--- config.mk ---
export PLATFORM = sky130hd
export DESIGN_NAME = ram_port_arbiter
export DESIGN_NICKNAME = d
export VERILOG_FILES = /design/src/rtl/ram_arb_pkg.sv /design/src/rtl/ram_arb_grant.sv /design/src/rtl/ram_port_arbiter.sv
export SDC_FILE = /design/constraint.sdc
export NUM_CORES = 1
export LEC_CHECK = 0
export BUFFER_PORTS_ARGS = -buffer_cell sky130_fd_sc_hd__buf_2
export CAP_MARGIN = 0
export CORE_UTILIZATION = 36
export DETAILED_ROUTE_END_ITERATION = 12
export PLACE_DENSITY = 0.81
export SYNTH_ARGS = -nofsm -noshare
export SYNTH_HDL_FRONTEND = slang
export SYNTH_SLANG_ARGS = --single-unit
export TNS_END_PERCENT = 20
--- constraint.sdc ---
create_clock -name clk -period 1.6 [get_ports clk]
set_clock_uncertainty 0.15 [all_clocks]
set_input_delay 0.24 -clock clk [delete_from_list [all_inputs] [get_ports clk]]
set_output_delay 0.24 -clock clk [all_outputs]
set_load 0.03 [all_outputs]
--- src/rtl/ram_arb_pkg.sv ---
// Shared defaults, requester-index type and the address range check for ram_port_arbiter.
package ram_arb_pkg;

  localparam int unsigned ARB_DATA_W = 8;
  localparam int unsigned ARB_ADDR_W = 6;
  localparam int unsigned ARB_DEPTH  = 32;

  typedef logic req_idx_t;

  function automatic logic in_range(input logic [31:0] a, input int unsigned depth = ARB_DEPTH);
    return a < depth;
  endfunction

endpackage

--- src/rtl/ram_arb_grant.sv ---
// Grant selection for two requesters.
// RAM_ARB_RR_EN defined: round-robin on the last-granted pointer; undefined: requester 0 has fixed priority.
module ram_arb_grant
  import ram_arb_pkg::*;
(
  input  logic [1:0] req_i,
`ifdef RAM_ARB_RR_EN
  input  req_idx_t   lg_i,
`endif
  output logic [1:0] gnt_o,
  output req_idx_t   winner_o
);

  always_comb begin
    // NOTE: outputs get defaults before the case so every path assigns them and no latch is inferred.
    winner_o = 1'b0;
    gnt_o    = 2'b00;
    case (req_i)
      2'b01:   winner_o = 1'b0;
      2'b10:   winner_o = 1'b1;
`ifdef RAM_ARB_RR_EN
      2'b11:   winner_o = ~lg_i;
`else
      2'b11:   winner_o = 1'b0;
`endif
      default: winner_o = 1'b0;
    endcase
    if (|req_i) gnt_o = 2'b01 << winner_o;
  end

endmodule

--- src/rtl/ram_port_arbiter.sv ---
// Two-requester front end for a single-port RAM: port mux, range check and registered read return.
// Build option RAM_ARB_RR_EN selects round-robin instead of fixed priority.
module ram_port_arbiter
  import ram_arb_pkg::*;
#(
  parameter int unsigned DATA_W = ARB_DATA_W,
  parameter int unsigned ADDR_W = ARB_ADDR_W,
  parameter int unsigned DEPTH  = ARB_DEPTH
) (
  input  logic                clk,
  input  logic                rst_n,
  input  logic [1:0]          req,
  input  logic [1:0]          we,
  input  logic [2*ADDR_W-1:0] addr,
  input  logic [2*DATA_W-1:0] wdata,
  output logic [1:0]          gnt,
  output logic [1:0]          rvalid,
  output logic [DATA_W-1:0]   rdata,
  output logic                err,
  output logic [ADDR_W-1:0]   ram_addr,
  output logic                ram_we,
  output logic [DATA_W-1:0]   ram_din,
  input  logic [DATA_W-1:0]   ram_dout
);

  logic [1:0]        gnt_raw;
  req_idx_t          winner;
  logic              grant_any;
  logic [ADDR_W-1:0] win_addr;
  logic [DATA_W-1:0] win_wdata;
  logic              win_we;
  logic              win_in_range;

  logic [1:0]        rvalid_q, rvalid_d;
  logic [DATA_W-1:0] rdata_q,  rdata_d;
  logic              err_q,    err_d;

`ifdef RAM_ARB_RR_EN
  req_idx_t lg_q, lg_d;
`endif

  ram_arb_grant u_grant (
    .req_i    (req),
`ifdef RAM_ARB_RR_EN
    .lg_i     (lg_q),
`endif
    .gnt_o    (gnt_raw),
    .winner_o (winner)
  );

  // Grants are held off combinationally while reset is asserted so nothing reaches the RAM.
  assign gnt       = rst_n ? gnt_raw : 2'b00;
  assign grant_any = |gnt;

  assign win_addr     = winner ? addr[2*ADDR_W-1:ADDR_W]  : addr[ADDR_W-1:0];
  assign win_wdata    = winner ? wdata[2*DATA_W-1:DATA_W] : wdata[DATA_W-1:0];
  assign win_we       = we[winner];
  assign win_in_range = in_range(32'(win_addr), DEPTH);

  assign ram_addr = grant_any ? win_addr  : '0;
  assign ram_din  = grant_any ? win_wdata : '0;
  assign ram_we   = grant_any & win_we & win_in_range;

  always_comb begin
    rvalid_d = gnt & {2{~win_we}};
    rdata_d  = rdata_q;
    err_d    = grant_any & ~win_in_range;
    if (grant_any && !win_we) rdata_d = win_in_range ? ram_dout : '0;
`ifdef RAM_ARB_RR_EN
    lg_d = grant_any ? winner : lg_q;
`endif
  end

  always_ff @(posedge clk or negedge rst_n) begin
    if (!rst_n) begin
      rvalid_q <= 2'b00;
      rdata_q  <= '0;
      err_q    <= 1'b0;
`ifdef RAM_ARB_RR_EN
      lg_q     <= 1'b1;
`endif
    end else begin
      // NOTE: non-blocking assignments so every register samples the pre-edge values.
      rvalid_q <= rvalid_d;
      rdata_q  <= rdata_d;
      err_q    <= err_d;
`ifdef RAM_ARB_RR_EN
      lg_q     <= lg_d;
`endif
    end
  end

  assign rvalid = rvalid_q;
  assign rdata  = rdata_q;
  assign err    = err_q;

endmodule
==> flow_summary.toml, run 1 <==
[run_status]
outcome = "finished, final reports clean"

[critical_path]
required_ps = 1210
crit_arrival_ps = 1180
r2r_cells = 2
slowest_delay_ps = 190
crit_start = "req[1]"
criticalPathCategory = "primary input to output port"
crit_end = "ram_we"
endpoint_kind = "output port"
regToRegStartpoint = "rdata[4]$_DFFE_PN0P_"
critical_path.cell_chain = "buf_2, buf_4, nand2b_1, buf_12, nand3b_1, a21oi_1, buf_4"
regToRegSetupSlack_ps = 790
critPathMostFrequentCell = "buf_4"
worstPathMaxFanout = 14
slowest_stage = "buf_4"
rr_endpoint = "rdata[4]$_DFFE_PN0P_"
worst_setup_path_start_kind = "primary input"

[placed_design]
place_congestion = 0.612
dp_cells = 194
portBuffers = 69
dp_hpwl_um = 1840

[synthesis]
synth_area_leader_cell = "dfrtp_1"
syn-mean-instance-area_um2 = 7.82
netlist.area_leader.share_pct = 36.7
synthTopCellsByArea = "dfrtp_1 37%, o31ai_2 13%, nand2_1 13%"
synth_cells = 96
synth.distinct_cells = 16
ys_ff_latch = 11
synth_nets = 138
syn_area_um2 = 751
ys_warn_count = 0
ys_seq_area_share_pct = 36.7

[final_layout]
antenna_cells = 0
instances_no_fill = 199
drive_gt1_share_pct = 54.1
syn_to_final_growth_pct = 63.3
fin_nets = 215
layout_commonest_cell = "buf_2"
layout_common_cells = "66 x buf_2, 26 x nand2_1, 13 x a21oi_1"

[clock_tree]
ctsRootBufferMaster = "clkbuf_4"
h-tree-depth = 1
clk_pin_slew_worst_paths_ps = 70
cts.sinks = 11
cts_setup_buffers = 0
cts_tree = "done"
clock_latency_ps = 270
clockBufferDepth = 2
numCtsBuffers = 3

[power_and_ir_drop]
powerDensity_nw_per_um2 = 739
clock_power_share_pct = 21.3
p_sw_share_pct = 39.4
switching_power_w = 0.000357
p_comb_share_pct = 42.8
intPower_w = 0.000549
power.leakage_nw = 0.728
p_seq_share_pct = 35.9
peakVddDrop_mv = 0.552

[sta]
slew_headroom_pct = 66.6
fin_setup_tns_ps = 0
setup_viol = 0
drv_slew = 0
worstMarginPinSlew_ps = 500
hold_ws_ps = 64.6
fin_crit_ps = 1570
max_freq_mhz = 638
finalHoldViolations = 0
grt_setup_unrepaired = "no"
period_share_pct = 98.0

[floorplan]
pin_count = 70
start_util_pct = 38.3
dieArea_um2 = 2270
rows = 16
fp.dieH_um = 47.7
die_w_um = 47.7
coreArea_um2 = 1960

[worst_hold_path]
hp-class = "primary input to register"

[detailed_routing]
detail_route.wl_per_cell_um = 11.5
drtIter0Drc = 9
dr.pass1.iters = 4
num_vias = 956
wl_um = 2290
drc = 0
viasPerCell = 4.80
ant_nets = 0

[global_route]
grt_max_degree = 16
overflow = 0
grt_pass1_wl_um = 2880
grt_pass1_vias = 761
antenna_found_initial = 0
grt_usage_pct = 18.7

[flow_run]
max-cap-violations = 0
-- critical path, delay by kind of cell --
kind / cells / cell delay (ps)
AOI/OAI and AO/OA: 1 / 180
and+or+nand+nor: 2 / 180
buffers and inverters: 4 / 570
-- routing by layer --
| layer | global-route usage [%] | share of wire (%) | vias to the layer above |
|---|---|---|---|
| met5 | 0 | 0 | - |
| met4 | 8.33 | 1.4 | 0 |
| met3 | 3.40 | 9.2 | 4 |
| met2 | 37.8 | 51 | 57 |
| met1 | 17.9 | 39 | 426 |
| li1 | - | - | 469 |
-- cell type report --
type,count,area [um2]
sequential,11,275
multi-input combinational,68,405
timing repair buffer,79,447
clock inverter,1,5.00
clock buffer,3,22.5
inverter,10,37.5
fill,196,736
tap,27,33.8
-- state kept, by name, indices dropped and copies added (netlist names) --
| signal | count |
|---|---|
| rdata | 8 |
| rvalid | 2 |
| err | 1 |
-- cell usage after synthesis --
library cell and number:
nand2_1 26, a21oi_1 14, dfrtp_1 11, inv_1 10
nand3_1 8, o31ai_2 8, buf_2 4, and2_1 3
nand3b_1 3, buf_4 2, nor2b_1 2, clkbuf_1 1
mux2_4 1, nand2b_1 1, nand4bb_1 1, o21ai_1 1
-- power groups by stage --
stage	clock, W	combinational [W]	sequential, W
2_1_floorplan	0	0.000168	0.000398
4_1_cts	0.000197	0.000386	0.000326
3_3_place_gp	0	0.000373	0.000331
6_report	0.000193	0.000388	0.000325
3_5_place_dp	0	0.000384	0.000331
5_1_grt	0.000209	0.000416	0.000330
-- what timing repair did --
| item | in CTS | in global routing |
|---|---|---|
| setup endpoints to repair | 0 | 15 |
| gates resized for setup | 0 | 8 |
| hold buffers | 1 | 0 |
| hold endpoints to repair | 11 | 0 |
-- cells by family (layout without fill, tap and decap cells) --
| group | after synthesis | after routing | share of synthesized area [%] |
|---|---|---|---|
| AOI/OAI and AO/OA | 23 | 23 | 23.3 |
| buffers and inverters | 17 | 93 | 10.2 |
| and+or+nand+nor | 44 | 44 | 27.8 |
| DFF | 11 | 11 | 36.7 |
| muxes | 1 | 1 | 2.00 |
-- how the worst min path moves through the flow --
| stage | from | endpoint | slack [ps] | cells after the start |
|---|---|---|---|---|
| after floorplan | rst_n | err$_DFF_PN0_ | -210 | 0 |
| after global placement | rst_n | err$_DFF_PN0_ | 70 | 2 |
| after detailed placement | rst_n | rdata[0]$_DFFE_PN0P_ | 90 | 2 |
| after CTS | ram_dout[6] | rdata[6]$_DFFE_PN0P_ | 60 | 3 |
| after global routing | ram_dout[6] | rdata[6]$_DFFE_PN0P_ | 60 | 3 |
| final | ram_dout[5] | rdata[5]$_DFFE_PN0P_ | 60 | 3 |
-- through the flow --
step / power, W / worst slack [ps] / instance area, um2 / utilization (%)
after floorplan: 0.000566 / -15.3 / 754 / -
after global placement: 0.000703 / 44.1 / 1170 / 59.9
after detailed placement: 0.000715 / 3.22 / 1170 / 59.9
after CTS: 0.000909 / 2.31 / 1210 / 61.8
after global routing: 0.000955 / 0.375 / 1230 / 62.5
final: 0.000906 / 32.0 / 1230 / 62.5
No activity file was read; power rests on OpenSTA's default activity.
==> inputs of run 2 (changes only) <==
Clock period 1.6 ns to 1.5 ns, I/O delays scaled along.
==> run 2 against run 1 <==
  * The run now ends with setup timing left
  * Register-to-register slack lost 120 ps
  * Critical path type unchanged
  * Non-clock buffer count grew 3
  * Critical path depth is the same
  * Hold slack lost 18 ps
  * Utilization grew 5.4 points
  * Combinational power grew 19%
  * Sequential cell count is the same
  * Final cell count grew 1.5%
  * First-iteration DRC count shrank 22%
  * Clock-buffer cell count grew 1
  * Largest cell class unchanged
  * Power grew 12%
==> flow_summary.toml, run 2 (synthesized netlist as in run 1, its figures left out) <==
[critical_path]
slowest_stage = "a21oi_1"
worst_setup_path_start_kind = "primary input"
crit_arrival_ps = 1160
critical_path.cell_chain = "buf_2, buf_4, nand2b_4, buf_12, nand2_1, a21oi_1, buf_4"
crit_start = "req[1]"
path_buf_inv = 4
cp_top_family = "buffers and inverters"
regToRegSetupSlack_ps = 670
required_ps = 1120
criticalPathCategory = "primary input to output port"
worstPathMaxFanout = 13
endpoint_kind = "output port"
slowest_delay_ps = 190
critPathMostFrequentCell = "buf_4"
regToRegStartpoint = "rdata[5]$_DFFE_PN0P_"

[sta]
grt_setup_unrepaired = "yes"
slew_headroom_pct = 66.1
fin_ws_ps = -32.6
max_freq_mhz = 652
setup_viol = 3
drv_slew = 0
worstMarginPinSlew_ps = 506
finalHoldViolations = 0
fin_setup_tns_ps = -46.1
fin_crit_ps = 1530
period_share_pct = 102

[final_layout]
antenna_cells = 0
final_core_util_pct = 67.9
drive_gt1_share_pct = 60.0
syn_to_final_growth_pct = 77.3
fin_nets = 218
layout_common_cells = "57 x buf_2, 26 x nand2_1, 17 x buf_4"
layout_commonest_cell = "buf_2"
largest_reg_flops = 8

[power_and_ir_drop]
powerDensity_nw_per_um2 = 765
peakVddDrop_mv = 0.513
power.leakage_nw = 0.756
power_w = 0.00102

[global_route]
grt_max_degree = 16
grt_usage_pct = 20.1
antenna_found_initial = 0
grt_pass1_vias = 806
overflow = 0
grt_pass1_wl_um = 3150

[detailed_routing]
detail_route.wl_per_cell_um = 13.7
viasPerCell = 5.05
wl_um = 2760
drc = 0
num_vias = 1020
drt-met1-wl_um = 1090
ant_nets = 0
wl_met2_um = 1410
drtIter0Drc = 7
wl_met3_um = 235
top_layer_used = "met4"
dr.pass1.iters = 4

[placed_design]
portBuffers = 69
dp_hpwl_um = 1810
place_ws_ps = -69.0
place_congestion = 0.695

[floorplan]
start_util_pct = 38.3
die_w_um = 47.7
coreArea_um2 = 1960
dieArea_um2 = 2270
rows = 16
fp.dieH_um = 47.7
pin_count = 70

[flow_run]
max-cap-violations = 0

[clock_tree]
clock_latency_ps = 270
clockBufferDepth = 2
numCtsBuffers = 3
h-tree-depth = 1
ctsRootBufferMaster = "clkbuf_4"
cts.sinks = 11
cts_tree = "done"
clk_pin_slew_worst_paths_ps = 80

[worst_hold_path]
holdCritStartpoint = "ram_dout[1]"
hp-class = "primary input to register"

[run_status]
violations = "setup timing"
outcome = "complete, but fails checks"
run 2: through the flow:
step	std cells	hold WS [ps]	area, um2
after global placement	194	58.3	1180
after floorplan	96	-221	758
after CTS	200	42.4	1250
after detailed placement	194	67.2	1180
after global routing	202	54.1	1330
final	202	46.6	1330
run 2: path summary, 6_finish.rpt:
kind | end | cells past startpoint
max in group asynchronous | rvalid[0]$_DFF_PN0_ | 3
hold / removal | rdata[1]$_DFFE_PN0P_ | 3
setup / recovery | ram_addr[2] | 7
setup reg to reg | rdata[5]$_DFFE_PN0P_ | 2
hold reg to reg | rdata[4]$_DFFE_PN0P_ | 2
min in group asynchronous | err$_DFF_PN0_ | 3
run 2: per-layer routing:
layer,up-vias,global-route usage (%)
li1,476,-
met1,474,20.0
met2,64,39.7
met3,6,4.15
met4,0,8.33
met5,-,0
run 2: cell type report:
| class | instances | area (um2) |
|---|---|---|
| multi-input cells | 68 | 452 |
| inverters | 10 | 37.5 |
| well taps | 27 | 33.8 |
| repair buffers | 82 | 507 |
| fillers | 167 | 631 |
| flip-flops and latches | 11 | 275 |
| clock buffers | 4 | 26.3 |
run 2: repair_timing:
| action | in CTS | in global routing |
|---|---|---|
| gates cloned | 1 | 1 |
| buffers inserted | 0 | 1 |
| hold buffers | 1 | 0 |
| setup endpoints to repair | 15 | 13 |
| resized for setup | 11 | 26 |
| hold endpoints to repair | 11 | 0 |
run 2: worst reg2reg max path: stages (launching register included):
cell	delay (ps)
dfrtp_1	390
nand3_1	90
o31ai_2	70
run 2: power by group:
part           internal [W]  total [W]  switching [W]
clock              0.000103   0.000211       0.000108
combinational      0.000181   0.000461       0.000280
sequential         0.000331   0.000348      0.0000168
==> inputs of run 3 (changes only) <==
Settings changed: CELL_PAD_IN_SITES_DETAIL_PLACEMENT set to 0, CELL_PAD_IN_SITES_GLOBAL_PLACEMENT set to 2, CORE_UTILIZATION 36 to 17, PLACE_DENSITY 0.81 to 0.8.
==> run 3 against run 2 <==
  * The flow now finishes without violations
  * Non-clock buffer count decreased by 1
  * Die area increased by 110%
  * Routed wire length decreased by 5.1%
  * Final cell count increased by 11%
  * Power increased by 7.3%
  * Register-to-register slack improved by 20 ps
  * Global-route usage decreased by 10 points
  * First-iteration DRC count increased to 3.1 times the previous value
  * Largest cell class unchanged
  * Largest power group unchanged
==> flow_summary.toml, run 3 (synthesized netlist as in run 1, its figures left out) <==
[critical_path]
cp_top_family = "multiplexers"
required_ps = 1120
worstPathMaxFanout = 3
r2r_cells = 2
crit_arrival_ps = 1110
slowest_stage = "mux2_4"
slowest_delay_ps = 310
rr_endpoint = "rdata[5]$_DFFE_PN0P_"
worst_setup_path_start_kind = "primary input"
regToRegSetupSlack_ps = 690
regToRegStartpoint = "rdata[5]$_DFFE_PN0P_"
crit_cells = 5
path_buf_inv = 2
criticalPathCategory = "primary input to output port"
critical_path.cell_chain = "buf_2, nor2b_4, mux2_4, nor2b_1, buf_4"
endpoint_kind = "output port"

[detailed_routing]
drtIter0Drc = 22
ant_nets = 0
viasPerCell = 4.26
dr.pass1.iters = 2
drc = 0
wl_um = 2620
num_vias = 954
detail_route.wl_per_cell_um = 11.7

[clock_tree]
cts_tree = "done"
h-tree-depth = 1
clk_pin_slew_worst_paths_ps = 50
clockBufferDepth = 2
numCtsBuffers = 3
clock_latency_ps = 230
ctsRootBufferMaster = "clkbuf_8"
cts.sinks = 11

[sta]
drv_slew = 0
fin_setup_tns_ps = 0
fin_crit_ps = 1490
slew_headroom_pct = 69.1
period_share_pct = 99.2
setup_viol = 0
max_freq_mhz = 672
grt_setup_unrepaired = "yes"
worstMarginPinSlew_ps = 462
finalHoldViolations = 0
hold_ws_ps = 93.1

[final_layout]
instances_no_fill = 224
fin_nets = 217
antenna_cells = 0
stdcell_area_um2 = 1380
layout_commonest_cell = "buf_2"
syn_to_final_growth_pct = 84.0
drive_gt1_share_pct = 57.5
layout_common_cells = "54 x buf_2, 26 x nand2_1, 17 x buf_4"
final_core_util_pct = 33.6
largest_reg_flops = 8

[power_and_ir_drop]
power.leakage_nw = 0.761
peakVddDrop_mv = 0.514
powerDensity_nw_per_um2 = 791

[floorplan]
start_util_pct = 18.2
die_w_um = 68.5
fp.dieH_um = 68.5
pin_count = 70
rows = 23
coreArea_um2 = 4120
dieArea_um2 = 4690

[placed_design]
dp_hpwl_um = 1940
portBuffers = 69
placed_area_um2 = 1210
dp_cells = 217
place_congestion = 0.696

[run_status]
outcome = "finished, final reports clean"

[worst_hold_path]
hp-class = "primary input to register"
holdCritStartpoint = "ram_dout[6]"
hold_depth = 3
whs_endpoint = "rdata[6]$_DFFE_PN0P_"

[global_route]
grt_pass1_vias = 821
antenna_found_initial = 0
grt_pass1_wl_um = 3340
overflow = 0
grt_usage_pct = 9.66
grt_max_degree = 16

[flow_run]
max-cap-violations = 0
## run 3: cell count changes in the layout (fill, tap and decap cells not counted), sizes merged
cell / before / now
buf: 80 / 78
dlygate4sd3: 1 / 2
## run 3: worst register-to-register path, stage by stage, from the launching register on
cell and delay [ps]:
dfrtp_1 380, nand3_1 90, o31ai_2 70
## run 3: worst max path at each step
stage	start	end	slack, ps
2_1_floorplan	req[1]	ram_din[0]	-90
3_5_place_dp	req[0]	ram_din[1]	-90
3_3_place_gp	req[0]	ram_din[1]	-60
4_1_cts	req[0]	ram_addr[5]	1
5_1_grt	req[1]	ram_addr[2]	-20
6_report	req[0]	ram_addr[5]	10
## run 3: area by class of cell
type,count,area (um2)
clock buffer,4,45.0
inverter,10,37.5
sequential,11,275
multi-input combinational,68,448
timing repair buffer,81,513
tap,50,62.6
fill,422,2730
## run 3: stage by stage
stage	setup WS, ps	total power [W]
CTS	1.22	0.00107
global route	-18.1	0.00116
finish	12.0	0.00109
global placement	-57.1	0.000760
floorplan	-85.3	0.000604
detailed placement	-87.3	0.000765
## run 3: power by group
| part | switching, W | internal [W] |
|---|---|---|
| Sequential | 0.0000191 | 0.000332 |
| Combinational | 0.000271 | 0.000181 |
| Clock | 0.000104 | 0.000186 |
| Total | 0.000393 | 0.000700 |
## run 3: what timing repair did
| action | CTS | global route |
|---|---|---|
| pin swaps | 0 | 3 |
| setup buffers | 0 | 0 |
| gates resized for setup | 8 | 34 |
| hold buffers | 2 | 0 |
| gates cloned | 0 | 1 |
| endpoints found under the hold margin | 11 | 0 |
| setup endpoints to repair | 16 | 15 |
## run 3: routing by layer
layer,routed length [um],GRT usage (%),up-vias
met1,1060,10.0,427
met2,1320,18.4,50
met3,184,1.00,4
met5,0,0,-
met4,54,5.73,0
li1,-,-,473
